### src/rtl/writeback_arbiter.sv
// writeback_arbiter: merges main W-stage results and late multiplier results onto one RF write port.
// Define WB_BYPASS_EN to let a multiplier result write directly when the pending FIFO is empty.
module writeback_arbiter #(
  parameter int DEPTH = 4,
  parameter int AW    = 4,
  parameter int DW    = 32
) (
  input  logic          CLK,
  input  logic          RESET,
  input  logic [DW-1:0] ReadDataW,
  input  logic [DW-1:0] ALUOutW,
  input  logic [DW-1:0] FloatoutW,
  input  logic          Float_startW,
  input  logic          MemtoRegW,
  input  logic          RegWriteW,
  input  logic          PCSrcW,
  input  logic [AW-1:0] WA3W,
  input  logic          MvalidW,
  input  logic [AW-1:0] MWA3W,
  input  logic [DW-1:0] WResultW,
  output logic [DW-1:0] ResultW,
  output logic          PCWrEn,
  output logic          WE3,
  output logic [AW-1:0] WA3,
  output logic [DW-1:0] WD3,
  output logic          MulStall,
  output logic          Overflow
);
  localparam int PW = $clog2(DEPTH);
  localparam int CW = PW + 1;
  logic [AW-1:0]    addr_q [DEPTH];
  logic [DW-1:0]    data_q [DEPTH];
  logic [DEPTH-1:0] valid_q, valid_d;
  logic [PW-1:0]    wr_ptr_q, rd_ptr_q;
  logic [CW-1:0]    count_q, count_d;
  logic             ovf_q, ovf_d;
  logic             head_present, head_valid, byp, pop, push_req, push, full;
  assign ResultW      = MemtoRegW ? ReadDataW : Float_startW ? FloatoutW : ALUOutW;
  assign PCWrEn       = PCSrcW;
  assign head_present = count_q != '0;
  assign head_valid   = head_present & valid_q[rd_ptr_q];
`ifdef WB_BYPASS_EN
  assign byp = MvalidW & ~RegWriteW & ~head_present;
`else
  assign byp = 1'b0;
`endif
  // The head slot is consumed whenever the main path leaves the port free, valid or cancelled.
  assign pop      = ~RegWriteW & head_present;
  assign push_req = MvalidW & ~(RegWriteW & (MWA3W == WA3W)) & ~byp;
  assign full     = count_q == CW'(DEPTH);
  assign push     = push_req & (~full | pop);
  assign count_d  = count_q + CW'(push) - CW'(pop);
  assign ovf_d    = ovf_q | (push_req & full & ~pop);
  assign WE3      = RegWriteW | head_valid | byp;
  assign WA3      = RegWriteW ? WA3W : head_valid ? addr_q[rd_ptr_q] : byp ? MWA3W : '0;
  assign WD3      = RegWriteW ? ResultW : head_valid ? data_q[rd_ptr_q] : byp ? WResultW : '0;
  assign MulStall = count_q >= CW'(DEPTH - 1);
  assign Overflow = ovf_q;
  // A main write supersedes every older pending result to the same register.
  always_comb begin
    valid_d = valid_q;
    for (int i = 0; i < DEPTH; i++)
      if (RegWriteW && addr_q[i] == WA3W) valid_d[i] = 1'b0;
    if (push) valid_d[wr_ptr_q] = 1'b1;
  end
  always_ff @(posedge CLK or posedge RESET) begin
    if (RESET) begin
      valid_q  <= '0;
      wr_ptr_q <= '0;
      rd_ptr_q <= '0;
      count_q  <= '0;
      ovf_q    <= 1'b0;
    end else begin
      valid_q  <= valid_d;
      wr_ptr_q <= push ? wr_ptr_q + PW'(1) : wr_ptr_q;
      rd_ptr_q <= pop ? rd_ptr_q + PW'(1) : rd_ptr_q;
      count_q  <= count_d;
      ovf_q    <= ovf_d;
    end
  end
  always_ff @(posedge CLK) begin
    if (push) begin
      addr_q[wr_ptr_q] <= MWA3W;
      data_q[wr_ptr_q] <= WResultW;
    end
  end
endmodule

### config.mk
export PLATFORM = sky130hd
export DESIGN_NAME = writeback_arbiter
export DESIGN_NICKNAME = d
export VERILOG_FILES = /design/src/rtl/writeback_arbiter.sv
export SDC_FILE = /design/constraint.sdc
export NUM_CORES = 1
export LEC_CHECK = 0
export BUFFER_PORTS_ARGS = -buffer_cell sky130_fd_sc_hd__buf_2
export CELL_PAD_IN_SITES_DETAIL_PLACEMENT = 2
export CELL_PAD_IN_SITES_GLOBAL_PLACEMENT = 2
export CORE_MARGIN = 4
export CORE_UTILIZATION = 40
export CTS_BUF_LIST = sky130_fd_sc_hd__clkbuf_2 sky130_fd_sc_hd__clkbuf_4 sky130_fd_sc_hd__clkbuf_8
export CTS_CLUSTER_DIAMETER = 120
export CTS_CLUSTER_SIZE = 40
export DETAILED_ROUTE_END_ITERATION = 10
export GPL_TIMING_DRIVEN = 0
export PLACE_DENSITY_LB_ADDON = 0.1
export SETUP_SLACK_MARGIN = 0.4
export SLEW_MARGIN = 15
export SYNTH_ARGS = -nofsm -noshare
export SYNTH_HDL_FRONTEND = slang
export SYNTH_SLANG_ARGS = --single-unit
export TNS_END_PERCENT = 5
### constraint.sdc
create_clock -name CLK -period 3.84 [get_ports CLK]
set_input_delay 0.384 -clock CLK [delete_from_list [all_inputs] [get_ports CLK]]
set_output_delay 0.384 -clock CLK [all_outputs]
set_load 0.01 [all_outputs]
==> flow_metrics.env, run 1 <==
export IMPL_p_leak_nw=3.534
export IMPL_cts_hold_buf=1
export IMPL_pre_cts_ws_ns=1.085
export IMPL_drive_gt1_share_pct=45.86
export IMPL_overflow=0
export IMPL_drt_iter0_drc=270
export IMPL_sw_frac_of_total_pct=34.65
export IMPL_die_area_um2=20240
export IMPL_maxCapViolCount=0
export IMPL_hold_violations=0
export IMPL_pwr_share_comb_pct=39.2
export IMPL_start_util_pct=41.25
export IMPL_syn_inst=433
export IMPL_vias=4980
export IMPL_postCtsResizedCells=0
export IMPL_yosysMostFrequentCell="edfxtp_1"
export IMPL_synth_edff_count=144
export IMPL_cts_buffers=17
export IMPL_area_growth_pct=24.75
export IMPL_clockPowerShare_pct=20.2
export IMPL_ir_drop_uv=279.9
export IMPL_synth_area_per_cell_um2=16.65
export IMPL_clock_latency_ns=0.46
export IMPL_gp_congestion=0.7309
export IMPL_place_hpwl_um=16780
export IMPL_ys_dominant_reg_cell="edfxtp_1"
export IMPL_setup_slack_ns=1.087
export IMPL_crit_required_ns=3.46
export IMPL_post_route_drc_count=0
export IMPL_pin_count=215
export IMPL_antenna_found_initial=3
export IMPL_firstDrtPassIters=4
export IMPL_slew_headroom_pct=57.66
export IMPL_nets=814
export IMPL_grt_pass1_vias=5799
export IMPL_design_core_area_um2=17480
export IMPL_hp_class="in2reg"
export IMPL_holdWs_ns=0.1366
export IMPL_post_cts_setup_buffers=0
export IMPL_die_h_um=142.3
export IMPL_crit_path_start_kind="flop"
export IMPL_tightestPinTransition_ns=0.6351
export IMPL_power_density_nw_per_um2=653.6
export IMPL_internal_power_mw=3.841
export IMPL_die_w_um=142.3
export IMPL_synth_area_leaders="edfxtp_1 (60%), mux4_2 (11%), a32o_1 (5.0%), mux2i_1 (4.4%), dfrtp_1 (4.2%)"
export IMPL_syn_nets=584
export IMPL_grt_pass1_wl_um=34460
export IMPL_syn_cell_area_um2=7209
export IMPL_path_class="reg2out"
export IMPL_routed_wl_um=22500
export IMPL_fin_crit_ns=2.753
export IMPL_routed_via_density=5.521
export IMPL_finalSetupTns_ns=0
export IMPL_outcome="finished clean"
export IMPL_power_frac_seq_pct=40.7
export IMPL_max_freq_mhz=363.2
export IMPL_wire_per_inst_um=24.94
export IMPL_grt_usage_pct=22.91
export IMPL_synth_top_area_share_pct=59.98
export IMPL_io_buffers=206
export IMPL_final_util_pct=51.46
export IMPL_drv_slew=0
export IMPL_p_sw_mw=2.037
export IMPL_synth_cell_types=29
export IMPL_htreeDepth=4
export IMPL_root_buffer="clkbuf_8"
export IMPL_arrival_ns=2.37
export IMPL_setup_viol=0
export IMPL_synth_commonest_cells="edfxtp_1 (144), a32o_1 (36), mux4_2 (36)"
export IMPL_rsz0062_at_grt="no"
export IMPL_drtAntennaViolNets=0
export IMPL_finalClockSkew_ns=0.01157
export IMPL_critical_path_peak_fanout=10
export IMPL_rows=48
export IMPL_post_route_period_util_pct=71.70
export IMPL_seq_area_frac_synth_pct=64.14
export IMPL_synthArstFlopShare_pct=7.692
export IMPL_end_kind="primary output"
export IMPL_synth_seq_cells=156
export IMPL_yosys_warnings=0
export IMPL_tritoncts="done"
export IMPL_yosysTopAreaCell="edfxtp_1"
export IMPL_path_clk_slew_ns=0.10
export IMPL_grt_max_degree=24
export IMPL_cts_path_max_buffers=2
export IMPL_clock_sinks=156
worst max-delay path: stages, from the launching register on:
cell and delay (ns):
dfrtp_1 0.45, or3_1 0.44, nor2b_4 0.18, buf_2 0.21, buf_2 0.23, a32o_1 0.25
buf_2 0.14
metal layers:
metal  up-vias  track usage (%)  wire length, um  share of wire, %
li1       2201                -                -                 -
met1      2554            27.11             8543                38
met2       192            41.64            12030                53
met3        29            5.880             1561               6.9
met4         4            5.758              341               1.5
met5         -                0               21             0.093
logic make-up after synthesis:
family / share of synthesized area, %
DFF: 64.14
and+or+nand+nor: 3.280
adders and majority gates: 1.492
AOI/OAI and AO/OA: 8.209
xor gates and xnor gates: 2.916
muxes: 16.21
buffers and inverters: 3.749
final timing paths:
kind                                    from       endpoint  slack (ns)  cells past startpoint
worst max register to register    count_q[1]     count_q[2]        1.22                      9
worst min-delay path            WResultW[25]  data_q[2][25]        0.14                      1
worst min register to register      Overflow       Overflow        0.48                      1
max in group asynchronous              RESET     valid_q[0]        3.03                      3
min in group asynchronous              RESET       Overflow        0.48                      3
worst max-delay path              count_q[1]        WD3[18]        1.09                      6
state kept, by name (all words and copies together) (netlist names):
name	cells
Overflow	1
count_q	3
rd_ptr_q	2
valid_q	4
wr_ptr_q	2
data_q	128
addr_q	16
power groups by stage:
| stage | Combinational (mW) | Clock, mW | Sequential [mW] |
|---|---|---|---|
| final | 2.30 | 1.19 | 2.39 |
| after global routing | 2.51 | 1.30 | 2.42 |
| after detailed placement | 2.34 | 0 | 2.43 |
| after global placement | 2.21 | 0 | 2.40 |
| after CTS | 2.36 | 1.21 | 2.39 |
| after floorplan | 1.50 | 0 | 2.37 |
through the flow:
stage / cells / power, mW / instance area (um2)
6_report: 902 / 5.878 / 8994
4_1_cts: 901 / 5.964 / 8991
3_3_place_gp: 864 / 4.612 / 8522
2_1_floorplan: 433 / 3.870 / 7209
3_5_place_dp: 868 / 4.770 / 8607
5_1_grt: 902 / 6.219 / 8994
layout make-up:
cell class	instances	area, um2
Multi-Input combinational cell	230	2320
Sequential cell	156	4624
Timing Repair Buffer	211	1121
Fill cell	1669	8483
Buffer	38	236.5
Inverter	9	33.78
Clock buffer	17	234.0
Antenna cell	1	2.502
Tap cell	225	281.5
Clock inverter	15	140.1
layout by cell type (no fill, tap or decap), types with 3 or more instances in the layout:
cell / n
buf_2: 222
xnor2_1: 8
clkinvlp_4: 3
edfxtp_1: 144
inv_1: 9
inv_6: 5
clkinv_4: 4
buf_4: 3
clkbuf_8: 17
buf_6: 4
nand2_1: 35
a22o_1: 4
mux2i_1: 32
a32o_1: 36
xor2_1: 16
dfrtp_1: 12
buf_12: 6
mux4_2: 36
clkbuf_1: 13
and2_2: 4
ha_1: 7
nand3_1: 5
o21ai_0: 33
nor3_1: 5
Note: power is estimated with default switching activity, not from simulation.
==> inputs of run 2 (changes only) <==
Settings changed: CORE_UTILIZATION 40 to 37.
Clock period 3.84 ns to 2.75 ns, I/O delays scaled along.
==> run 2 against run 1 <==
- cell count is 5.4% higher
- worst hold slack worse by 0.11 ns
- largest power group is now combinational cells
- highest routed layer unchanged
- global-route usage is 2.2 points lower
- first-iteration DRC count is 19% higher
- die area is 7.6% higher
==> flow_metrics.env, run 2 (synthesis gave the netlist of run 1 again) <==
export IMPL_outcome="finished clean"
export IMPL_crit_path_start_kind="flop"
export IMPL_layout_common_cells="buf_2 (214), edfxtp_1 (144), mux4_2 (36), a32o_1 (36), nand2_1 (35)"
export IMPL_layout_commonest_cell="buf_2"
export IMPL_place_hpwl_um=15700
export IMPL_worstHoldStart="WResultW[1]"
export IMPL_finalPower_mw=8.531
export IMPL_hold_path_cell_count=1
export IMPL_wl_met1_um=8804
export IMPL_grt_usage_pct=20.69
export IMPL_routed_via_density=5.244
export IMPL_crit_required_ns=2.48
export IMPL_end_kind="primary output"
export IMPL_overflow=0
export IMPL_placed_area_um2=8626
export IMPL_htreeDepth=4
export IMPL_largest_register="data_q"
export IMPL_rows=50
export IMPL_grt_pass1_wl_um=33750
export IMPL_tightestPinTransition_ns=0.6788
export IMPL_holdWs_ns=0.02481
export IMPL_path_clk_slew_ns=0.09
export IMPL_design_core_area_um2=18960
export IMPL_rr_endpoint="count_q[2]"
export IMPL_die_w_um=147.6
export IMPL_ir_drop_uv=390.4
export IMPL_drive_gt1_share_pct=46.38
export IMPL_drtAntennaViolNets=0
export IMPL_max_freq_mhz=398.0
export IMPL_wire_per_inst_um=23.61
export IMPL_io_buffers=206
export IMPL_largest_register_ffs=128
export IMPL_die_area_um2=21780
export IMPL_maxCapViolCount=0
export IMPL_routed_wl_um=22450
export IMPL_vias=4987
export IMPL_post_route_period_util_pct=91.36
export IMPL_arrival_ns=2.24
export IMPL_dr_max_layer_used="met5"
export IMPL_final_area_um2=9274
export IMPL_min_to="data_q[0][1]"
export IMPL_tritoncts="done"
export IMPL_die_h_um=147.6
export IMPL_setup_viol=0
export IMPL_cts_buffers=17
export IMPL_reg2reg_depth=9
export IMPL_nets=829
export IMPL_cts_path_max_buffers=2
export IMPL_start_util_pct=38.03
export IMPL_crit_start="count_q[1]"
export IMPL_finalClockSkew_ns=0.01415
export IMPL_critical_path_peak_fanout=10
export IMPL_wl_met3_um=1379
export IMPL_firstDrtPassIters=4
export IMPL_fin_crit_ns=2.512
export IMPL_clock_sinks=156
export IMPL_drv_slew=0
export IMPL_pin_count=215
export IMPL_clock_latency_ns=0.47
export IMPL_power_density_nw_per_um2=919.9
export IMPL_post_route_drc_count=0
export IMPL_path_class="reg2out"
export IMPL_area_growth_pct=28.64
export IMPL_root_buffer="clkbuf_8"
export IMPL_p_leak_nw=3.646
export IMPL_drt_iter0_drc=322
export IMPL_grt_pass1_vias=5762
export IMPL_antenna_found_initial=1
export IMPL_hp_class="in2reg"
export IMPL_reg_top3="data_q x128, addr_q x16, valid_q x4"
export IMPL_slew_headroom_pct=54.74
export IMPL_rsz0062_at_grt="yes"
export IMPL_wl_met2_um=11880
export IMPL_gp_congestion=0.7551
export IMPL_hold_violations=0
export IMPL_grt_max_degree=37
export IMPL_r2r_start="count_q[1]"
export IMPL_rrSetupSlack_ns=0.30
## run 2: repair_timing
item,in CTS,in global routing
hold buffers,8,0
gates cloned,1,0
pin swaps,1,0
buffers inserted,9,0
resized for setup,23,1
endpoints found under the hold margin,33,0
endpoints found under the setup margin,147,111
## run 2: report_power, final
part	internal, mW	switching [mW]	leakage, nW
sequential	3.14	0.188	1.45
combinational	1.75	1.79	2.01
clock	0.730	0.925	0.184
## run 2: metal layers
layer / track usage (%) / up-vias
met2: 37.33 / 172
li1: - / 2240
met3: 5.334 / 29
met4: 6.151 / 2
met1: 24.28 / 2544
met5: 0 / -
## run 2: area by class of cell
class                           count  area, um2
Fill cell                        1853       9682
Sequential cell                   156       4626
Multi-Input combinational cell    230       2327
Timing Repair Buffer              226       1292
Tap cell                          260      325.3
Buffer                             38      291.5
Clock buffer                       17      234.0
Clock inverter                     14      141.4
Inverter                            9      33.78
Antenna cell                        1      2.502
## run 2: worst max-delay path, cell delays in order, from the launching register on
cell and delay, ns:
dfrtp_1 0.42, or3_4 0.41, nor2b_4 0.15, clkbuf_1 0.31, a32o_1 0.33, buf_2 0.14
## run 2: worst max-delay path by stage
| stage | to | slack [ns] | cells past startpoint |
|---|---|---|---|
| 3_3_place_gp | data_q[3][19] | -0.72 | 6 |
| 5_1_grt | WD3[9] | 0.13 | 5 |
| 4_1_cts | WD3[6] | 0.21 | 5 |
| 6_report | WD3[6] | 0.24 | 5 |
| 2_1_floorplan | addr_q[2][0] | 0.30 | 6 |
| 3_5_place_dp | data_q[0][19] | -0.04 | 6 |
## run 2: per-stage QoR
| step | utilization [%] | cells | setup WS [ns] | TNS, ns |
|---|---|---|---|---|
| finish | 48.92 | 951 | 0.2377 | 0 |
| detailed placement | 45.51 | 901 | -0.04374 | -1.794 |
| floorplan | - | 433 | 0.3033 | 0 |
| global placement | 45.20 | 899 | -0.7175 | -51.20 |
| global route | 48.91 | 950 | 0.1289 | 0 |
| CTS | 48.90 | 950 | 0.2070 | 0 |
